[config.mk]
export PLATFORM = sky130hd
export DESIGN_NAME = pulse_train_sched_flat
export DESIGN_NICKNAME = d
export VERILOG_FILES = /design/src/rtl/pulse_train_sched_if.sv /design/src/rtl/pulse_train_sched.sv /design/src/flat_wrapper.sv
export SDC_FILE = /design/constraint.sdc
export NUM_CORES = 1
export LEC_CHECK = 0
export BUFFER_PORTS_ARGS = -buffer_cell sky130_fd_sc_hd__buf_2
export CORE_ASPECT_RATIO = 0.7
export CORE_UTILIZATION = 48
export CTS_CLUSTER_SIZE = 8
export DETAILED_ROUTE_END_ITERATION = 12
export PLACE_DENSITY = 0.86
export SYNTH_ARGS = -nofsm -noshare
export SYNTH_HDL_FRONTEND = slang
export SYNTH_SLANG_ARGS = --single-unit
[constraint.sdc]
create_clock -name clock -period 6.8 [get_ports clock]
set_input_delay 0.68 -clock clock [delete_from_list [all_inputs] [get_ports clock]]
set_output_delay 0.68 -clock clock [all_outputs]
set_load 0.03 [all_outputs]
[src/rtl/pulse_train_sched_if.sv]
// Request/config/status bundle between control logic and the pulse scheduler.
// Holds the per-channel request and config buses plus the grant, pulse and done outputs.
interface pulse_train_sched_if #(
  parameter int NCH = 4,
  parameter int W   = 8,
  parameter int CW  = 4
);
  logic [NCH-1:0]    req;
  logic [NCH*W-1:0]  cfg_high;
  logic [NCH*W-1:0]  cfg_low;
  logic [NCH*CW-1:0] cfg_count;
  logic              abort;
  logic [NCH-1:0]    gnt;
  logic [NCH-1:0]    pulse;
  logic [NCH-1:0]    done;
  logic              busy;

  modport master (
    output req, cfg_high, cfg_low, cfg_count, abort,
    input  gnt, pulse, done, busy
  );

  modport slave (
    input  req, cfg_high, cfg_low, cfg_count, abort,
    output gnt, pulse, done, busy
  );
endinterface

[src/rtl/pulse_train_sched.sv]
// Round-robin scheduler that drives one shared pulse engine.
// The engine generates a counted high/low train on the granted channel.
module pulse_train_sched #(
  parameter  int NCH = 4,
  parameter  int W   = 8,
  parameter  int CW  = 4,
  localparam int IW  = (NCH > 1) ? $clog2(NCH) : 1
) (
  input logic            clock,
  input logic            reset,
  pulse_train_sched_if.slave bus
);

  localparam logic [1:0] IDLE = 2'd0;
  localparam logic [1:0] HIGH = 2'd1;
  localparam logic [1:0] LOW  = 2'd2;
  localparam logic [1:0] DONE = 2'd3;

  logic [1:0]     state;
  logic [IW-1:0]  ptr;
  logic [IW-1:0]  ch;
  logic [W-1:0]   hi_m1;
  logic [W-1:0]   lo_m1;
  logic [W-1:0]   cnt;
  logic [CW-1:0]  rem;
  logic [NCH-1:0] gnt_r;
  logic [NCH-1:0] pulse_r;
  logic [NCH-1:0] done_r;
  logic           busy_r;

  logic           found;
  logic [IW-1:0]  win;
  logic [NCH-1:0] win_oh;
  logic [W-1:0]   sel_h;
  logic [W-1:0]   sel_l;
  logic [CW-1:0]  sel_n;
  logic [W-1:0]   sel_hm1;
  logic [W-1:0]   sel_lm1;
  logic [CW-1:0]  sel_rem;

  // First requester strictly after ptr, wrapping around.
  always_comb begin
    found = 1'b0;
    win   = '0;
    for (int k = 1; k <= NCH; k++) begin
      int idx;
      idx = int'(ptr) + k;
      if (idx >= NCH) idx = idx - NCH;
      if (!found && bus.req[idx]) begin
        found = 1'b1;
        win   = IW'(idx);
      end
    end
  end

  assign win_oh = NCH'(1) << win;
  assign sel_h  = bus.cfg_high[int'(win)*W +: W];
  assign sel_l  = bus.cfg_low[int'(win)*W +: W];
  assign sel_n  = bus.cfg_count[int'(win)*CW +: CW];

  // Zero-length fields behave as length one.
  assign sel_hm1 = (sel_h == '0) ? '0 : sel_h - W'(1);
  assign sel_lm1 = (sel_l == '0) ? '0 : sel_l - W'(1);
  assign sel_rem = (sel_n == '0) ? CW'(1) : sel_n;

  always_ff @(posedge clock) begin
    if (reset) begin
      state   <= IDLE;
      ptr     <= IW'(NCH - 1);
      ch      <= '0;
      hi_m1   <= '0;
      lo_m1   <= '0;
      cnt     <= '0;
      rem     <= '0;
      gnt_r   <= '0;
      pulse_r <= '0;
      done_r  <= '0;
      busy_r  <= 1'b0;
    end else begin
      done_r <= '0;
      unique case (state)
        IDLE: begin
          if (found) begin
            ch      <= win;
            hi_m1   <= sel_hm1;
            lo_m1   <= sel_lm1;
            cnt     <= sel_hm1;
            rem     <= sel_rem;
            gnt_r   <= win_oh;
            pulse_r <= win_oh;
            busy_r  <= 1'b1;
            state   <= HIGH;
          end
        end
        HIGH: begin
          if (bus.abort) begin
            state   <= IDLE;
            gnt_r   <= '0;
            pulse_r <= '0;
            busy_r  <= 1'b0;
            ptr     <= ch;
          end else if (cnt != '0) begin
            cnt <= cnt - W'(1);
          end else if (rem == CW'(1)) begin
            state   <= DONE;
            pulse_r <= '0;
            done_r  <= gnt_r;
          end else begin
            state   <= LOW;
            rem     <= rem - CW'(1);
            cnt     <= lo_m1;
            pulse_r <= '0;
          end
        end
        LOW: begin
          if (bus.abort) begin
            state   <= IDLE;
            gnt_r   <= '0;
            pulse_r <= '0;
            busy_r  <= 1'b0;
            ptr     <= ch;
          end else if (cnt != '0) begin
            cnt <= cnt - W'(1);
          end else begin
            state   <= HIGH;
            cnt     <= hi_m1;
            pulse_r <= gnt_r;
          end
        end
        DONE: begin
          state  <= IDLE;
          gnt_r  <= '0;
          busy_r <= 1'b0;
          ptr    <= ch;
        end
        default: state <= IDLE;
      endcase
    end
  end

  assign bus.gnt   = gnt_r;
  assign bus.pulse = pulse_r;
  assign bus.done  = done_r;
  assign bus.busy  = busy_r;

endmodule

[src/flat_wrapper.sv]
// flat-port wrapper written by rule: the top's interface ports become plain ports
module pulse_train_sched_flat 
#(
  parameter  int NCH = 4,
  parameter  int W   = 8,
  parameter  int CW  = 4,
  localparam int IW  = (NCH > 1) ? $clog2(NCH) : 1
)
  (clock, reset, bus_req, bus_cfg_high, bus_cfg_low, bus_cfg_count, bus_abort, bus_gnt, bus_pulse, bus_done, bus_busy);
  pulse_train_sched_if #(.NCH(NCH), .W(W), .CW(CW)) bus_i ();
  input logic clock;
  input logic reset;
  input wire logic [$bits(bus_i.req)-1:0] bus_req;
  input wire logic [$bits(bus_i.cfg_high)-1:0] bus_cfg_high;
  input wire logic [$bits(bus_i.cfg_low)-1:0] bus_cfg_low;
  input wire logic [$bits(bus_i.cfg_count)-1:0] bus_cfg_count;
  input wire logic [$bits(bus_i.abort)-1:0] bus_abort;
  output wire logic [$bits(bus_i.gnt)-1:0] bus_gnt;
  output wire logic [$bits(bus_i.pulse)-1:0] bus_pulse;
  output wire logic [$bits(bus_i.done)-1:0] bus_done;
  output wire logic [$bits(bus_i.busy)-1:0] bus_busy;
  assign bus_i.req = bus_req;
  assign bus_i.cfg_high = bus_cfg_high;
  assign bus_i.cfg_low = bus_cfg_low;
  assign bus_i.cfg_count = bus_cfg_count;
  assign bus_i.abort = bus_abort;
  assign bus_gnt = bus_i.gnt;
  assign bus_pulse = bus_i.pulse;
  assign bus_done = bus_i.done;
  assign bus_busy = bus_i.busy;
  pulse_train_sched #(.NCH(NCH), .W(W), .CW(CW)) u_core (.clock(clock), .reset(reset), .bus(bus_i));
endmodule
# ---- After elaboration in Yosys (flattened, before gate mapping)
# Cells that the tools add are included.
dict set report totals {
  regBits 47
  in_bits 87
  out_inout_bits 13
  elab_cells 132
}
dict set report classes {
  addsub 12
  n_lt_le_gt_ge 8
  n_eq_ne 13
  shifts 4
  muxes 59
  bitwise 2
  n_reduce_logical 23
}
# cell count
set op_table {}
lappend op_table {{32-bit by 4-bit >= comparator with 1-bit output (second input constant)} 4}
lappend op_table {{32-bit by 4-bit less-than comparator with 1-bit output (second input constant)} 4}
lappend op_table {{32-bit two-way mux} 4}
lappend op_table {{32-bit by 4-bit subtractor with 32-bit output (second input constant)} 4}
lappend op_table {{8-bit two-way mux} 8}
lappend op_table {{32-bit by 6-bit indexed part select with 8-bit output} 2}
lappend op_table {{4-bit two-way mux} 11}
lappend op_table {{4-bit case mux with 3 select lines} 2}
lappend op_table {{8-bit case mux with 3 select lines} 1}
lappend op_table {{8-bit by 1-bit subtractor with 8-bit output (second input constant)} 3}
lappend op_table {{2-bit two-way mux} 10}
lappend op_table {{8-bit logical NOT} 2}
lappend op_table {{16-bit by 5-bit indexed part select with 4-bit output} 1}
lappend op_table {{1-bit two-way mux} 15}
lappend op_table {{5-bit AND reduction} 2}
lappend op_table {{1-bit binary-select mux with 2-bit select} 4}
lappend op_table {{2-bit inequality test (second input constant)} 4}
lappend op_table {{2-bit case mux with 4 select lines} 1}
lappend op_table {{4-bit case mux with 2 select lines} 1}
lappend op_table {{8-bit nonzero test} 1}
lappend op_table {{2-bit by 2-bit adder with 3-bit output (second input constant)} 2}
lappend op_table {{3-bit inequality test (second input constant)} 2}
lappend op_table {{2-bit AND reduction} 3}
lappend op_table {{5-bit OR reduction} 1}
lappend op_table {{other kinds (21)} 29}

# ---- Logic depth before layout (Yosys ltp)
# Gate-level depths: netlist (run 1).
dict set report depth {
  word_depth 21
  ltp_mapped 13
  depth_no_buf 11
}

# ---- Worst setup path after synthesis (run 1)
# OpenSTA, ideal clock, no wires.
dict set report synth_path {
  kind {input-to-reg}
  startpoint {input bus_req[1]}
  endpoint {register u_core.cnt[6]}
  setup_ps 132
  arrival_ps 3228
  slack_ps 3440
  stages 13
  n_path_buf 2
  cell_sequence {o21a_2 -> a211oi_4 -> buf_6 -> buf_12 -> mux2i_1 -> mux2i_1 -> inv_1 -> ha_1 -> o211ai_1 -> a2111oi_4 -> nor2_2 -> a211oi_1 -> nor3_1}
}
dict set report synth_between {
  elab_chain_cells 18
  word_cells_on_any_way 34
  cone_classes {add/sub: 1; eq/ne: 1; shift: 1; mux: 23; reduce/logical: 8}
}
# item line_no
set synth_rtl {}
lappend synth_rtl {{start, declared} flat_wrapper.sv:13} ;# input wire logic [$bits(bus_i.req)-1:0] bus_req;
lappend synth_rtl {{1-bit binary-select mux with 2-bit select} pulse_train_sched.sv:49} ;# if (!found && bus.req[idx]) begin
lappend synth_rtl {{1-bit two-way mux (not written as such) (2 in a row)} pulse_train_sched.sv:49}
lappend synth_rtl {{1-bit two-way mux} pulse_train_sched.sv:49}
lappend synth_rtl {{1-bit logical NOT} pulse_train_sched.sv:49}
lappend synth_rtl {{1-bit logical AND} pulse_train_sched.sv:49}
lappend synth_rtl {{1-bit two-way mux} pulse_train_sched.sv:49}
lappend synth_rtl {{1-bit logical NOT} pulse_train_sched.sv:49}
lappend synth_rtl {{1-bit logical AND} pulse_train_sched.sv:49}
lappend synth_rtl {{1-bit two-way mux} pulse_train_sched.sv:49}
lappend synth_rtl {{1-bit logical NOT} pulse_train_sched.sv:49}
lappend synth_rtl {{1-bit logical AND} pulse_train_sched.sv:49}
lappend synth_rtl {{2-bit two-way mux} pulse_train_sched.sv:49}
lappend synth_rtl {{32-bit by 6-bit indexed part select with 8-bit output} pulse_train_sched.sv:57} ;# assign sel_h = bus.cfg_high[int'(win)*W +: W];
lappend synth_rtl {{8-bit by 1-bit subtractor with 8-bit output or 8-bit logical NOT (tied branches)} pulse_train_sched.sv:62} ;# assign sel_hm1 = (sel_h == '0) ? '0 : sel_h - W'(1);
lappend synth_rtl {{8-bit two-way mux} pulse_train_sched.sv:62}
lappend synth_rtl {{8-bit two-way mux} pulse_train_sched.sv:83} ;# if (found) begin
lappend synth_rtl {{8-bit case mux with 3 select lines} pulse_train_sched.sv:81} ;# unique case (state)
lappend synth_rtl {{end signal, assigned} pulse_train_sched.sv:87} ;# cnt <= sel_hm1;
lappend synth_rtl {{end signal, assigned} pulse_train_sched.sv:103} ;# cnt <= cnt - W'(1);
lappend synth_rtl {{end signal, assigned} pulse_train_sched.sv:111} ;# cnt <= lo_m1;
lappend synth_rtl {{end, declared} pulse_train_sched.sv:24} ;# logic [W-1:0] cnt;
# Parallel ways exist; a longest one is shown, timed or not. The select of a mux whose other input is x is not followed.
# A chain may end at the register's enable or synchronous reset.

# ---- Final worst setup path (run 1)
dict set report layout_path {
  startpoint {input bus_req[1]}
  endpoint {register u_core.cnt[3]}
}
# Same word-level chain as after synthesis.

==> impl_results.md, run 1 <==
- Mux cell area share after synthesis: 0.141
- Port Buffers: 99
- Total of max-cap violations: 0
- Ys flop type: dfxtp_1
- Non-Filler Instances: 627
- Critical Path AT: 3.97 ns
- Cells after DPL: 620
- Worst Max-Slew Pin Slew: 1.05 ns
- Commonest non-fill, non-tap cells in the layout: buf_2 (99), nand2_1 (47), dfxtp_1 (47), mux2i_1 (42), nor2_1 (39)
- Total grt overflow: 0
- Peak Freq: 263 MHz
- Critical-path top delay cell: or3_1
- Via count: 3730
- Routability cong.: 0.920
- Clock Path Buffers: 2
- Number of global-route vias before repair: 3463
- Starting density of the core: 0.497
- Number of flops mapped to enable cells by yosys: 0
- Number of setup violations in the final report: 0
- Mapped Area: 3640 µm²
- Finished Cell Area: 4200 µm²
- CP cell instances: buf_2 > or2b_1 > a21oi_2 > or3_1 > mux2i_1 > inv_1 > ha_1 > o211ai_1 > a2111oi_4 > nor2_2 > a211oi_1 > nor3_1
- Global routing usage on met2: 0.426
- Post-synthesis compound-gate area fraction: 0.222
- Dpl hpwl: 7.42 mm
- Placed cell area: 4110 µm²
- CORE AREA: 7320 µm²
- Xor/xnor share of the synthesized area: 0.0333
- NumNets Final: 629
- Commonest non-fill, non-tap cell in the layout: buf_2
- Worst Clk Skew: 0.00775 ns
- Min-Delay Path Class: reg2reg
- Via density: 5.95
- Clk root buf: clkbuf_8
- CTS tree: built
- First-iteration detailed-routing DRC count: 365
- Final Slew Violations: 0
- Die Ht: 74.9 µm
- Clock Latency Late Sink: 0.30 ns
- Total Power: 1190 µW
- Crit path required time: 6.97 ns
- 1st-pass router iterations: 7
- Unrepaired setup endpoints after global routing: no
- CTS Buf Count: 5
- Wire per inst: 15.7 µm
- Buffer count from post-CTS setup fixing: 0
- Seq/Total Area, Yosys: 0.259
- Synth unique cells: 74
- Area of the die: 7940 µm²
- GR Util All Layers: 0.256
- Syn. warnings: 0
- Synthesized Nets: 547
- Post-Syn Instances: 447
- Area Overhead vs Synth: 15.4%
- Largest family of logic cells by synthesized area: simple AND/OR/NAND/NOR gates
- Antenna fix cells: 0
- Proportion of layout cells with a drive suffix above 1: 0.248
- Syn Area/Cell: 8.14 µm²
- Die Span X: 106 µm
- Layout fillers: 656
- Initial antenna violation count: 0
- Largest net degree at the start of global routing: 47
- HP Start: u_core.hi_m1[0]
- R2R Path Start: u_core.ptr[0]
- Final hold violation count: 0
- Simple-Gate Fraction of Synth Area: 0.240
- Crit path from: bus_req[1]
- Gr busiest metal: met2
- Total Neg Setup Slack: 0 ns
- Crit path time final: 3.80 ns
- Routing usage on met3: 0.0563
- First-pass GRT wire length: 16.2 mm
- Grt met1 use: 0.343
- FFs w/ async S/R, synth: 0
- Clk slew on worst S/H paths: 0.09 ns
- Post-route ant nets: 0
- # resized after CTS: 0
- I/O pins: 100
- Yosys reg bits: 47
- CP max FO: 20
- Lkg Pwr: 0.00179 µW
- Cell Rows: 26
- Worst setup path class: in2reg
- Final wirelength: 9.84 mm
- Worst path max stage delay: 0.78 ns
- DRC: 0
- PD cells: 283 nW/µm²
- Adder-cell share of the synthesized area: 0.0447
- CTS Hold Bufs: 0
- Worst setup EP type: flop
- Peak supply drop: 116 µV
- Outcome: completed
- Relative slew slack: 0.295
- Sinks on Clock Net: 47
- H-tree depth: 2
- Startpoint types: input pin
- Tcrit/Tclk final: 0.559
-- cells by family (layout without fill, tap and decap cells) --
family / after synthesis / in the layout
buffers and inverters: 40 / 122
muxes: 49 / 49
AOI/OAI and AO/OA: 116 / 116
and+or+nand+nor: 169 / 169
xor gates and xnor gates: 13 / 13
adders and majority gates: 13 / 13
DFF: 47 / 47
-- per-stage QoR --
stage,utilization,setup WS [ns],hold slack [ns]
floorplan,-,3.44,0.429
global placement,0.561,2.93,0.437
detailed placement,0.561,2.74,0.444
CTS,0.574,3.04,0.456
global route,0.574,2.80,0.475
finish,0.574,3.00,0.457
-- synth_stat cells (all sizes together), types with 6 or more instances --
master / instances / area (µm²)
or3: 15 / 93.8
nand3: 7 / 35.0
nor3: 19 / 105
xnor2: 8 / 77.6
inv: 14 / 52.6
a21oi: 36 / 184
mux2i: 43 / 434
clkbuf: 14 / 52.6
nand2b: 6 / 45.0
o21ai: 25 / 129
nand2: 47 / 176
a211oi: 14 / 118
nor2: 40 / 153
buf: 11 / 110
dfxtp: 47 / 941
ha: 13 / 163
-- power breakdown --
part / total, µW / internal, µW / switching [µW]
Clock: 175 / 81.8 / 93.2
Sequential: 385 / 337 / 47.9
Combinational: 629 / 246 / 382
-- per-layer routing --
layer / vias to the layer above / part of all wire
met2: 166 / 0.46
met5: - / 0
met1: 1745 / 0.44
met3: 16 / 0.085
met4: 0 / 0.012
li1: 1803 / -
-- layout make-up --
type | count | area [µm²] | area share
sequential | 47 | 941 | 0.224
inverter | 15 | 56.3 | 0.0134
multi-input combinational | 360 | 2490 | 0.592
clock buffer | 6 | 82.6 | 0.0197
clock inverter | 1 | 8.76 | 0.00209
timing repair buffer | 100 | 503 | 0.120
tap | 98 | 123 | 0.0292
-- worst max-delay path, delay by kind of cell --
family / cells / cell delay, ns
muxes: 1 / 0.30
buffers and inverters: 2 / 0.31
AOI/OAI and AO/OA: 4 / 1.27
adders and majority gates: 1 / 0.17
and+or+nand+nor: 4 / 1.22
-- path summary, 6_finish.rpt --
path | cells after the start | slack [ns] | to
max | 12 | 3.00 | u_core.cnt[3]
min | 2 | 0.46 | u_core.hi_m1[0]
max reg2reg | 11 | 3.10 | u_core.cnt[3]
min reg2reg | 2 | 0.46 | u_core.hi_m1[0]
-- flip-flops by register name, summed over array words and instances, names as in the netlist, 2 cells and up --
signal / count
u_core.bus.gnt: 4
u_core.cnt: 8
u_core.state: 2
u_core.rem: 4
u_core.bus.pulse: 4
u_core.bus.done: 4
u_core.ch: 2
u_core.lo_m1: 8
u_core.ptr: 2
u_core.hi_m1: 8
No activity file was read; power rests on OpenSTA's default activity.
==> inputs of run 2 (changes only) <==
clock period = 3.66 ns   (was 6.8 ns; I/O delays follow)
==> run 2 against run 1 <==
Compared with the run above: clock power increased by 85%; register-to-register slack got worse by 2.7 ns; worst hold slack improved by 0.0051 ns; flip-flop and latch count unchanged; largest cell class unchanged.
==> impl_results.md, run 2 (synthesis gave the netlist of run 1 again) <==
- Largest registers: u_core.cnt: 8 flops, u_core.hi_m1: 8 flops, u_core.lo_m1: 8 flops (unchanged)
- Top delay family on crit path: compound AO/OA/AOI/OAI gates (unchanged)
- Commonest non-fill, non-tap cells in the layout: buf_2 (99), nand2_1 (47), dfxtp_1 (47), mux2i_1 (42), nor2_1 (39) (unchanged)
- Number of global-route vias before repair: 3361 (was 3463)
- Peak supply drop: 221 µV (was 116 µV)
- PD cells: 525 nW/µm² (was 283 nW/µm²)
- Final hold violation count: 0 (unchanged)
- Met2 WL: 4.64 mm (was 4.55 mm)
- DRT met1 WL: 4.27 mm (was 4.33 mm)
- Startpoint types: flop (was input pin)
- Wire per inst: 15.7 µm (about the same)
- Post-route ant nets: 0 (unchanged)
- Peak Freq: 311 MHz
- 1st-pass router iterations: 5 (was 7)
- CP max FO: 18 (was 20)
- Total Neg Setup Slack: 0 ns (unchanged)
- Initial antenna violation count: 0 (unchanged)
- Final wirelength: 9.97 mm (was 9.84 mm)
- Via count: 3753 (was 3730)
- Sinks on Clock Net: 47 (unchanged)
- Routability cong.: 0.899 (was 0.920)
- DRC: 0 (unchanged)
- Finished Cell Area: 4250 µm² (was 4200 µm²)
- Relative slew slack: 0.453 (was 0.295)
- Lkg Pwr: 0.00182 µW (was 0.00179 µW)
- Die Ht: 74.9 µm (unchanged)
- Commonest non-fill, non-tap cell in the layout: buf_2 (unchanged)
- Total of max-cap violations: 0 (unchanged)
- Crit path time final: 3.22 ns
- Buffer count from post-CTS setup fixing: 0 (unchanged)
- Crit path required time: 3.82 ns (was 6.97 ns)
- H-tree depth: 2 (unchanged)
- Worst Clk Skew: 0.00943 ns (was 0.00775 ns)
- Starting density of the core: 0.497 (unchanged)
- First-pass GRT wire length: 16.0 mm (was 16.2 mm)
- Largest net degree at the start of global routing: 47 (unchanged)
- CP cell instances: o21a_2 > a211oi_4 > buf_4 > mux2i_1 > nand3_1 > a2111oi_4 > nor2_2 > a211oi_1 > nor3_1 (was buf_2 > or2b_1 > a21oi_2 > or3_1 > mux2i_1 > inv_1 > ha_1 > o211ai_1 > a2111oi_4 > nor2_2 > a211oi_1 > nor3_1)
- Worst path max stage delay: 0.64 ns (was 0.78 ns)
- Placed cell area: 4160 µm² (was 4110 µm²)
- GR Util All Layers: 0.257 (was 0.256)
- Number of setup violations in the final report: 0 (unchanged)
- Port Buffers: 99 (unchanged)
- Area of the die: 7940 µm² (unchanged)
- Clock Path Buffers: 2 (unchanged)
- # resized after CTS: 0 (unchanged)
- Die Span X: 106 µm (unchanged)
- Layout fillers: 667 (was 656)
- Clock Latency Late Sink: 0.31 ns (was 0.30 ns)
- Outcome: completed (unchanged)
- Min-Delay Path Class: reg2reg (unchanged)
- Dpl hpwl: 7.74 mm (was 7.42 mm)
- DR top layer: met4 (unchanged)
- WL met3: 902 µm (was 834 µm)
- I/O pins: 100 (unchanged)
- First-iteration detailed-routing DRC count: 331 (was 365)
- Non-Filler Instances: 635 (was 627)
- Clk slew on worst S/H paths: 0.09 ns (about the same)
- Cell Rows: 26 (unchanged)
- Unrepaired setup endpoints after global routing: no (unchanged)
- NumNets Final: 636 (was 629)
- CTS Hold Bufs: 0 (unchanged)
- Critical-path top delay cell: a2111oi_4 (was or3_1)
- Via density: 5.91 (was 5.95)
- Critical Path AT: 3.38 ns (was 3.97 ns)
- Proportion of layout cells with a drive suffix above 1: 0.257 (was 0.248)
- Worst setup path class: reg2reg (was in2reg)
- WP buf/inv: 1 (was 2)
- Worst setup EP type: flop (unchanged)
- CTS tree: built (unchanged)
- Clk root buf: clkbuf_8 (unchanged)
- Antenna fix cells: 0 (unchanged)
- Final Slew Violations: 0 (unchanged)
- Cells after DPL: 627 (was 620)
- CTS Buf Count: 5 (unchanged)
- Area Overhead vs Synth: 16.8% (was 15.4%)
- Tcrit/Tclk final: 0.879
- CORE AREA: 7320 µm² (unchanged)
- Total grt overflow: 0 (unchanged)
- Worst Max-Slew Pin Slew: 0.820 ns (was 1.05 ns)
## run 2: changes by cell type in the layout (fill, tap and decap cells not counted), sizes merged
cell | previous run | this run
buf | 100 | 107
clkinvlp | 0 | 1
## run 2: final cells by class
| type | instances | area, µm² | area share |
|---|---|---|---|
| sequential | 47 | 941 | 0.221 |
| timing repair buffer | 107 | 556 | 0.131 |
| clock buffer | 6 | 72.6 | 0.0171 |
| clock inverter | 2 | 16.3 | 0.00383 |
| inverter | 15 | 56.3 | 0.0132 |
| tap | 98 | 123 | 0.0288 |
| multi-input combinational | 360 | 2490 | 0.585 |
## run 2: routing by layer
| layer | vias to the layer above | global-route usage |
|---|---|---|
| met4 | 0 | 0.0787 |
| met1 | 1755 | 0.323 |
| met5 | - | 0 |
| met3 | 21 | 0.0623 |
| li1 | 1818 | - |
| met2 | 159 | 0.442 |
## run 2: report_power, final
group	switching, µW	internal (µW)	total, µW	leakage [µW]
Clock	187	137	324	0.0000418
Sequential	90.9	626	717	0.000388
Combinational	721	471	1190	0.00139
Total	999	1230	2230	0.00182
## run 2: worst reg2reg max path, stage by stage (launching register included)
cell	delay [ns]
dfxtp_1	0.40
o21a_2	0.19
a211oi_4	0.47
buf_4	0.37
mux2i_1	0.28
nand3_1	0.21
a2111oi_4	0.64
nor2_2	0.12
a211oi_1	0.31
nor3_1	0.09
## run 2: per-stage QoR
stage / total power (µW) / utilization / hold WS [ns] / setup WS (ns)
finish: 2230 / 0.581 / 0.462 / 0.444
global route: 2380 / 0.581 / 0.482 / 0.255
CTS: 2200 / 0.581 / 0.461 / 0.465
detailed placement: 1880 / 0.569 / 0.450 / 0.286
global placement: 1840 / 0.569 / 0.437 / 0.373
floorplan: 1610 / - / 0.429 / 0.614
## run 2: path summary, 6_finish.rpt
| path | start | to | slack, ns | depth (start not counted) |
|---|---|---|---|---|
| min | u_core.lo_m1[3] | u_core.lo_m1[3] | 0.46 | 2 |
| max reg2reg | u_core.ptr[1] | u_core.cnt[3] | 0.44 | 9 |
| min reg2reg | u_core.lo_m1[3] | u_core.lo_m1[3] | 0.46 | 2 |
| max | u_core.ptr[1] | u_core.cnt[3] | 0.44 | 9 |
==> inputs of run 3 (changes only) <==
CORE_ASPECT_RATIO = 0.5   (was 0.7)
==> run 3 against run 2 <==
Compared with the run above: the flow now finishes with violations (design-rule violations); global-route usage is 1.4 points lower; cell area rose by 2.2%; utilization is 1.2 points higher; via count down 0.64%; first-iteration DRC count is 0.30% higher; die area up 0.20%; clock power rose by 61%; critical path type unchanged; largest cell class unchanged.
==> impl_results.md, run 3 (synthesis gave the netlist of run 1 again) <==
- Relative slew slack: 0.457 (was 0.453)
- Largest net degree at the start of global routing: 47 (unchanged)
- Total of max-cap violations: 0 (unchanged)
- Critical Path AT: 3.33 ns (was 3.38 ns)
- Worst R2R End: u_core.cnt[2] (was u_core.cnt[3])
- Failing checks: design-rule violations
- Hold Path Sink: u_core.lo_m1[3] (unchanged)
- Proportion of layout cells with a drive suffix above 1: 0.262 (was 0.257)
- Gr busiest metal: met2 (unchanged)
- CTS tree: built (unchanged)
- First-pass GRT wire length: 15.6 mm (was 16.0 mm)
- Via count: 3729 (was 3753)
- Tcrit/Tclk final: 0.871 (was 0.879)
- Internal power: 1430 µW (was 1230 µW)
- Commonest non-fill, non-tap cell in the layout: buf_2 (unchanged)
- Crit path time final: 3.19 ns (was 3.22 ns)
- Pre-CTS WS: 0.277 ns (was 0.286 ns)
- Commonest non-fill, non-tap cells in the layout: buf_2 (99), nand2_1 (47), dfxtp_1 (47), mux2i_1 (42), nor2_1 (39) (unchanged)
- Buffer count from post-CTS setup fixing: 0 (unchanged)
- Area of the die: 7960 µm² (was 7940 µm²)
- Routability cong.: 0.893 (was 0.899)
- Sinks on Clock Net: 47 (unchanged)
- GR Util All Layers: 0.242 (was 0.257)
- CORE AREA: 7320 µm² (about the same)
- CTS Hold Bufs: 0 (unchanged)
- Crit path required time: 3.80 ns (was 3.82 ns)
- Critical-path top delay cell: a2111oi_4 (unchanged)
- Startpoint types: flop (unchanged)
- Worst Clk Skew: 0.00601 ns (was 0.00943 ns)
- Port Buffers: 99 (unchanged)
- Starting density of the core: 0.497 (about the same)
- Routing usage on met3: 0.0450 (was 0.0623)
- Seq pwr share: 0.298 (was 0.321)
- Peak supply drop: 245 µV (was 221 µV)
- Final hold violation count: 0 (unchanged)
- Die Span X: 125 µm (was 106 µm)
- Die Ht: 63.6 µm (was 74.9 µm)
- Clock Latency Late Sink: 0.30 ns (was 0.31 ns)
- R2R depth: 11 (was 9)
- Unrepaired setup endpoints after global routing: no (unchanged)
- Logic pwr share: 0.487 (was 0.534)
- Peak Freq: 314 MHz (was 311 MHz)
- First-iteration detailed-routing DRC count: 332 (was 331)
- R2R Path Start: u_core.ptr[1] (unchanged)
- CTS Buf Count: 5 (unchanged)
- Clk slew on worst S/H paths: 0.07 ns (was 0.09 ns)
- Sw Pwr: 988 µW (was 999 µW)
- Layout fillers: 670 (was 667)
- Total Neg Setup Slack: 0 ns (unchanged)
- I/O pins: 100 (unchanged)
- Switching share of power: 0.409 (was 0.447)
- HP Start: u_core.lo_m1[3] (unchanged)
- Worst setup EP type: flop (unchanged)
- DRC: 10 (was 0)
- Lkg Pwr: 0.00187 µW (was 0.00182 µW)
- Worst setup path class: reg2reg (unchanged)
- Initial antenna violation count: 0 (unchanged)
- Worst hold stages: 2 (unchanged)
- Largest registers: u_core.cnt: 8 flops, u_core.hi_m1: 8 flops, u_core.lo_m1: 8 flops (unchanged)
- Dpl hpwl: 7.33 mm (was 7.74 mm)
- Clock share of power: 0.216 (was 0.145)
- Clk root buf: clkbuf_16 (was clkbuf_8)
- NumNets Final: 638 (was 636)
- Post-route ant nets: 0 (unchanged)
- # resized after CTS: 0 (unchanged)
- Number of setup violations in the final report: 0 (unchanged)
- Final wirelength: 9.50 mm (was 9.97 mm)
- PD cells: 556 nW/µm² (was 525 nW/µm²)
- Worst setup margin: 0.473 ns (was 0.444 ns)
- 1st-pass router iterations: 9 (was 5)
- Area Overhead vs Synth: 19.3% (was 16.8%)
- Worst Max-Slew Pin Slew: 0.815 ns (was 0.820 ns)
- Antenna fix cells: 0 (unchanged)
- H-tree depth: 2 (unchanged)
- Final Slew Violations: 0 (unchanged)
- Via density: 5.87 (was 5.91)
- Cell mode on critical path: mux2i_1
- R2r setup slk: 0.47 ns (was 0.44 ns)
- Worst path max stage delay: 0.60 ns (was 0.64 ns)
- Cell Rows: 22 (was 26)
- Footprint of the multi-input gates: 2490 µm² (unchanged)
- CP max FO: 10 (was 18)
- Storage element area: 941 µm² (unchanged)
- Clock Path Buffers: 2 (unchanged)
- Grt met1 use: 0.331 (was 0.323)
- Min-Delay Path Class: reg2reg (unchanged)
- Outcome: finished, violations left (was completed)
- Wire per inst: 15.0 µm (was 15.7 µm)
- CP cell instances: o21a_2 > a211oi_4 > mux2i_1 > mux2i_1 > inv_1 > ha_1 > o211ai_1 > a2111oi_4 > o21ai_0 > a21oi_1 > nor3_1 (was o21a_2 > a211oi_4 > buf_4 > mux2i_1 > nand3_1 > a2111oi_4 > nor2_2 > a211oi_1 > nor3_1)
- Total grt overflow: 0 (unchanged)
- Number of global-route vias before repair: 3273 (was 3361)
- Global routing usage on met2: 0.396 (was 0.442)
## run 3: cell count changes in the layout (fill, tap and decap cells not counted), sizes merged
cell / change
buf: +2
bufinv: +1
inv: -1
clkbuf: -1
clkinv: +2
clkinvlp: -1
## run 3: per-layer routing
layer,share of wire,vias to the layer above,wire length [µm]
met5,0,-,0
met4,0.0094,0,89
met3,0.086,12,814
met2,0.43,171,4110
met1,0.47,1725,4490
li1,-,1821,-
## run 3: critical path, delay by kind of cell, from the launching register on
kind                     cells  cell delay (ns)
flip-flops                   1             0.39
adder cells (fa/ha/maj)      1             0.16
AND/OR/NAND/NOR              1             0.08
AO/OA/AOI/OAI                6             1.83
multiplexers                 2             0.43
buffers and inverters        1             0.15
## run 3: final cells by class
type,count,share of cell area
clock buffer,5,0.0288
clock inverter,3,0.0101
inverter,15,0.0130
multi-input combinational,360,0.572
sequential,47,0.217
tap,96,0.0277
timing repair buffer,109,0.131
## run 3: how the worst max path moves through the flow
stage | start | endpoint
after floorplan | bus_req[1] | u_core.cnt[6]
after global placement | bus_req[1] | u_core.lo_m1[6]
after detailed placement | bus_req[1] | u_core.cnt[3]
after CTS | u_core.ptr[1] | u_core.cnt[3]
after global routing | u_core.ptr[1] | u_core.cnt[3]
final | u_core.ptr[1] | u_core.cnt[2]
## run 3: stage by stage
step | hold slack, ns | cell area (µm²) | utilization | power (µW) | cells
3_3_place_gp | 0.439 | 4170 | 0.570 | 1840 | 627
5_1_grt | 0.474 | 4340 | 0.593 | 2570 | 635
3_5_place_dp | 0.443 | 4170 | 0.570 | 1870 | 627
6_report | 0.450 | 4340 | 0.593 | 2410 | 635
2_1_floorplan | 0.429 | 3640 | - | 1610 | 447
4_1_cts | 0.451 | 4340 | 0.593 | 2390 | 635
## run 3: power groups by stage
stage | logic (µW) | registers [µW] | clock network [µW]
5_1_grt | 1290 | 731 | 552
3_5_place_dp | 1150 | 724 | 0
4_1_cts | 1160 | 714 | 522
2_1_floorplan | 877 | 733 | 0
3_3_place_gp | 1120 | 719 | 0
6_report | 1170 | 719 | 521
